--- config.mk ---
export PLATFORM = sky130hd
export DESIGN_NAME = imm_gen_pipe
export DESIGN_NICKNAME = d
export VERILOG_FILES = /design/src/rtl/imm_gen_pipe.sv
export SDC_FILE = /design/constraint.sdc
export NUM_CORES = 1
export LEC_CHECK = 0
export CAP_MARGIN = 40
export CORE_ASPECT_RATIO = 0.7
export CORE_MARGIN = 3
export CORE_UTILIZATION = 35
export DETAILED_ROUTE_END_ITERATION = 8
export PLACE_DENSITY = 0.72
export SYNTH_ARGS = -nofsm -noshare
export SYNTH_HDL_FRONTEND = slang
export SYNTH_SLANG_ARGS = --single-unit
--- constraint.sdc ---
create_clock -name clk -period 2.15 [get_ports clk]
set_input_delay 0.3225 -clock clk [delete_from_list [all_inputs] [get_ports clk]]
set_output_delay 0.3225 -clock clk [all_outputs]
set_load 0.02 [all_outputs]
--- src/rtl/imm_gen_pipe.sv ---
// Pipelined RV immediate generator: decodes I/S/B/U/J immediates, sign-extends to XLEN,
// and buffers results in a 2-entry skid buffer. Define IMM_GEN_UJ_EN to enable U/J decode.
module imm_gen_pipe #(
  parameter int XLEN  = 32,
  parameter int TAG_W = 5
) (
  input  logic             clk,
  input  logic             reset,
  input  logic             in_valid,
  output logic             in_ready,
  input  logic [31:0]      in_instr,
  input  logic [TAG_W-1:0] in_tag,
  output logic             out_valid,
  input  logic             out_ready,
  output logic [XLEN-1:0]  out_imm,
  output logic [2:0]       out_fmt,
  output logic             out_illegal,
  output logic [TAG_W-1:0] out_tag
);

  localparam logic [6:0] OP_IMM    = 7'b0010011;
  localparam logic [6:0] OP_LOAD   = 7'b0000011;
  localparam logic [6:0] OP_JALR   = 7'b1100111;
  localparam logic [6:0] OP_STORE  = 7'b0100011;
  localparam logic [6:0] OP_BRANCH = 7'b1100011;
  localparam logic [6:0] OP_REG    = 7'b0110011;
`ifdef IMM_GEN_UJ_EN
  localparam logic [6:0] OP_LUI    = 7'b0110111;
  localparam logic [6:0] OP_AUIPC  = 7'b0010111;
  localparam logic [6:0] OP_JAL    = 7'b1101111;
`endif

  localparam logic [2:0] FMT_R = 3'd0;
  localparam logic [2:0] FMT_I = 3'd1;
  localparam logic [2:0] FMT_S = 3'd2;
  localparam logic [2:0] FMT_B = 3'd3;
`ifdef IMM_GEN_UJ_EN
  localparam logic [2:0] FMT_U = 3'd4;
  localparam logic [2:0] FMT_J = 3'd5;
`endif

  typedef enum logic [1:0] {
    ST_EMPTY = 2'd0,
    ST_ONE   = 2'd1,
    ST_TWO   = 2'd2
  } state_t;

  typedef struct packed {
    logic [XLEN-1:0]  imm;
    logic [2:0]       fmt;
    logic             illegal;
    logic [TAG_W-1:0] tag;
  } entry_t;

  // ---------------- decode ----------------
  logic [6:0]      opcode;
  logic [31:0]     imm32;
  logic [2:0]      dec_fmt;
  logic            dec_illegal;
  logic [XLEN-1:0] dec_imm;
  entry_t          dec_entry;

  assign opcode = in_instr[6:0];

  always_comb begin
    imm32       = '0;
    dec_fmt     = FMT_R;
    dec_illegal = 1'b0;
    case (opcode)
      OP_IMM, OP_LOAD, OP_JALR: begin
        imm32   = {{20{in_instr[31]}}, in_instr[31:20]};
        dec_fmt = FMT_I;
      end
      OP_STORE: begin
        imm32   = {{20{in_instr[31]}}, in_instr[31:25], in_instr[11:7]};
        dec_fmt = FMT_S;
      end
      OP_BRANCH: begin
        imm32   = {{19{in_instr[31]}}, in_instr[31], in_instr[7],
                   in_instr[30:25], in_instr[11:8], 1'b0};
        dec_fmt = FMT_B;
      end
`ifdef IMM_GEN_UJ_EN
      OP_LUI, OP_AUIPC: begin
        imm32   = {in_instr[31:12], 12'b0};
        dec_fmt = FMT_U;
      end
      OP_JAL: begin
        imm32   = {{11{in_instr[31]}}, in_instr[31], in_instr[19:12],
                   in_instr[20], in_instr[30:21], 1'b0};
        dec_fmt = FMT_J;
      end
`endif
      OP_REG: begin
        imm32   = '0;
        dec_fmt = FMT_R;
      end
      default: begin
        imm32       = '0;
        dec_fmt     = FMT_R;
        dec_illegal = 1'b1;
      end
    endcase
  end

`ifndef IMM_GEN_UJ_EN
  // Only U/J immediates draw on these bits.
  logic unused_uj_bits;
  assign unused_uj_bits = ^in_instr[19:12];
`endif

  // imm32 is already sign-extended to 32 bits, so bit 31 equals instr[31].
  generate
    if (XLEN == 32) begin : g_xlen32
      assign dec_imm = imm32;
    end else begin : g_xlen_wide
      assign dec_imm = {{(XLEN-32){imm32[31]}}, imm32};
    end
  endgenerate

  assign dec_entry = '{imm: dec_imm, fmt: dec_fmt, illegal: dec_illegal, tag: in_tag};

  // ---------------- skid buffer ----------------
  state_t state_q, state_d;
  entry_t main_q, main_d;
  entry_t skid_q, skid_d;
  logic   in_ready_q, in_ready_d;
  logic   out_valid_q, out_valid_d;
  logic   accept, pop;

  assign accept = in_valid & in_ready_q;
  assign pop    = out_valid_q & out_ready;

  always_comb begin
    state_d = state_q;
    main_d  = main_q;
    skid_d  = skid_q;
    case (state_q)
      ST_EMPTY: begin
        if (accept) begin
          main_d  = dec_entry;
          state_d = ST_ONE;
        end
      end
      ST_ONE: begin
        if (accept && pop) begin
          main_d  = dec_entry;
        end else if (accept) begin
          skid_d  = dec_entry;
          state_d = ST_TWO;
        end else if (pop) begin
          state_d = ST_EMPTY;
        end
      end
      ST_TWO: begin
        // Skid holds the younger entry; it advances to main on pop.
        if (pop) begin
          main_d  = skid_q;
          state_d = ST_ONE;
        end
      end
      default: state_d = ST_EMPTY;
    endcase
    in_ready_d  = (state_d != ST_TWO);
    out_valid_d = (state_d != ST_EMPTY);
  end

  always_ff @(posedge clk or posedge reset) begin
    if (reset) begin
      state_q     <= ST_EMPTY;
      main_q      <= '0;
      skid_q      <= '0;
      in_ready_q  <= 1'b1;
      out_valid_q <= 1'b0;
    end else begin
      state_q     <= state_d;
      main_q      <= main_d;
      skid_q      <= skid_d;
      in_ready_q  <= in_ready_d;
      out_valid_q <= out_valid_d;
    end
  end

  assign in_ready    = in_ready_q;
  assign out_valid   = out_valid_q;
  assign out_imm     = main_q.imm;
  assign out_fmt     = main_q.fmt;
  assign out_illegal = main_q.illegal;
  assign out_tag     = main_q.tag;

endmodule

==> out/metrics.yaml, run 1 <==
ys.flop_type: "dfrtp_1"
finalPower_mw: 4.04
final_util: 0.504
path_delay_family: "buffers and inverters"
start_kind: "register"
start_util: 0.371
drive_above_1_share: 0.119
rows: 24
grt_setup_unrepaired: "false"
clk_latency_ps: 290
fillers: 612
arrival_ps: 1650
io_pins: 84
postCtsHoldBufs: 0
final_hold_viol_count: 0
dieArea_um2: 7860
vias_per_cell: 5.01
cts_resized: 0
skew_ps: 4.78
syn_inst: 247
grt_usage: 0.161
nNetsFinal: 350
ys_seq_area_frac: 0.483
fin_crit_sh: 0.915
die_w_um: 105
fin_ws_ps: 182
synth_area_um2: 2390
clkTransAtPathRegs_ps: 80
required_ps: 1830
synth-warning-count: 0
drt-initial-drc-count: 81
setup_viol: 0
wl_um: 5920
io_buffers: 74
crit_fanout: 21
irDropWorstVdd_mv: 0.410
htree_levels: 2
syn_to_final_growth_pct: 35.5
fin_setup_tns_ps: 0
yosys.area.top_type: "dfrtp_1"
ys_seq_elements: 46
crit_slowest_cell: "clkdlybuf4s50_1"
die_h_um: 75.1
cap_viol_max_count: 0
p_leak_nw: 1.36
synth.top_cells.by_area: "dfrtp_1 (47%), nand2_1 (7.2%), buf_4 (6.6%), a221oi_1 (4.0%), nor2_1 (3.5%)"
critPathKind: "register to output port"
synth_edf_count: 0
clockBufferDepth: 2
coreArea_um2: 6430
numCtsBuffers: 5
end_kind: "output port"
post_cts_buffers: 0
dp_hpwl_um: 4440
grt_pass1_vias: 2071
hold_class: "input pin to asynchronous set/reset pin"
finalNonFillerCells: 401
dp_cells: 393
ys_types: 47
grt_pass1_wl_um: 10100
synth_top_area_frac: 0.472
holdWs_ps: 360
drc: 0
power.density_nw_per_um2: 1250
critical_path_buf_inv_count: 1
slew_headroom: 0.564
syn-num-nets: 288
antenna-diode-count: 0
async_reset_ff_frac: 1.00
run_status: "finished clean"
root_buffer: "clkbuf_8"
fmax_ghz: 0.508
design_area_um2: 3240
max_stage_delay_ps: 710
postRouteAntennaNets: 0
syn-mean-instance-area_um2: 9.67
detail_route.wl_per_cell_um: 14.8
maxSlewViolCount: 0
dp_slack_ps: 80.6
first_pass_iters: 4
place.gp.congestion: 0.807
worst_slew_pin_slew_ps: 654
grt_max_degree: 28
placed_area_um2: 3140
grt-ovfl-total: 0
dr_total_vias: 2008
crit_chain: "clkdlybuf4s50_1"
cts_sinks: 46
period_needed_ps: 1970
cts_tree: "done"
antenna_found_initial: 0
## per-layer routing
metal | wire length, µm | GRT usage | vias up | part of all wire
met3 | 613 | 0.0523 | 4 | 0.10
li1 | - | - | 984 | -
met4 | 30 | 0.0437 | 0 | 0.0051
met5 | 0 | 0 | - | 0
met1 | 2570 | 0.207 | 933 | 0.43
met2 | 2710 | 0.268 | 87 | 0.46
## sequential cells by signal, indices dropped and copies added (netlist names)
register     cells
out_fmt          2
skid_q          21
out_tag          5
out_valid        1
state_q          2
out_imm         13
in_ready         1
out_illegal      1
## cells in the mapped netlist, drive strengths merged (3+ instances only)
| cell | number |
|---|---|
| nand2 | 47 |
| dfrtp | 45 |
| buf | 28 |
| nor2 | 22 |
| o21ai | 19 |
| a221oi | 11 |
| a31oi | 9 |
| a22o | 7 |
| a21oi | 6 |
| clkbuf | 5 |
| a22oi | 4 |
| inv | 3 |
| nand3 | 3 |
| nand3b | 3 |
| nor2b | 3 |
## placed cells by master (no fill, tap or decap), types with 2 or more instances in the layout
cell	instances
nor2b_1	2
nor3_1	2
mux2_2	2
a221oi_1	11
nand3_1	3
buf_4	13
a21oi_1	6
a22oi_1	4
nor2_1	22
and2_1	2
inv_1	2
dfrtp_1	45
a31oi_1	9
nand3b_1	2
o21ai_1	4
clkdlybuf4s50_1	74
a221o_1	2
nand2_1	46
clkbuf_8	6
a2111oi_4	2
a22o_1	7
o21ai_0	14
and3_1	2
## cell families (layout without fill, tap and decap cells)
logic type | Yosys count | after routing | share of synthesized area
other cells | 1 | 1 | 0.00157
simple gates | 93 | 93 | 0.188
flops | 46 | 46 | 0.483
compound gates | 68 | 68 | 0.218
mux | 3 | 3 | 0.0136
buf+inv | 36 | 99 | 0.0959
## power by group
group	internal (mW)	total (mW)	switching, mW
registers	1.16	1.38	0.227
logic	1.00	2.12	1.12
clock network	0.260	0.536	0.276
total	2.42	4.04	1.62
## final timing paths
check | from | endpoint | slack (ps) | cells past startpoint
hold reg to reg | skid_q[13] | skid_q[13] | 480 | 2
min in group clk | skid_q[13] | skid_q[13] | 480 | 2
max in group asynchronous | reset | out_tag[1] | 1290 | 3
hold / removal | reset | out_imm[10] | 360 | 2
setup reg to reg | in_ready | skid_q[14] | 370 | 4
setup / recovery | out_imm[30] | out_imm[18] | 180 | 1
## worst reg2reg max path: cells and delay by family, from the launching register on
| family | cells | cell delay [ps] |
|---|---|---|
| AOI/OAI and AO/OA | 2 | 760 |
| DFF | 1 | 570 |
| and+or+nand+nor | 2 | 380 |
## area by class of cell
class                           count  area (µm²)  area share
Clock buffer                        7        86.3      0.0267
Clock inverter                      1        5.00     0.00155
Inverter                            3        11.3     0.00348
Multi-Input combinational cell    165        1010       0.312
Sequential cell                    46        1150       0.356
Tap cell                           91         114      0.0352
Timing Repair Buffer               88         858       0.265
No activity file was read; power rests on OpenSTA's default activity.
==> run 2: changes to the inputs <==
--- a/config.mk
+++ b/config.mk
@@ -11,6 +11,7 @@
 export CORE_UTILIZATION = 35
 export DETAILED_ROUTE_END_ITERATION = 8
 export PLACE_DENSITY = 0.72
+export SKIP_LAST_GASP = 1
 export SYNTH_ARGS = -nofsm -noshare
 export SYNTH_HDL_FRONTEND = slang
 export SYNTH_SLANG_ARGS = --single-unit
==> results of run 2 <==
No change in the layout: final DEF, timing and power equal those of run 1.
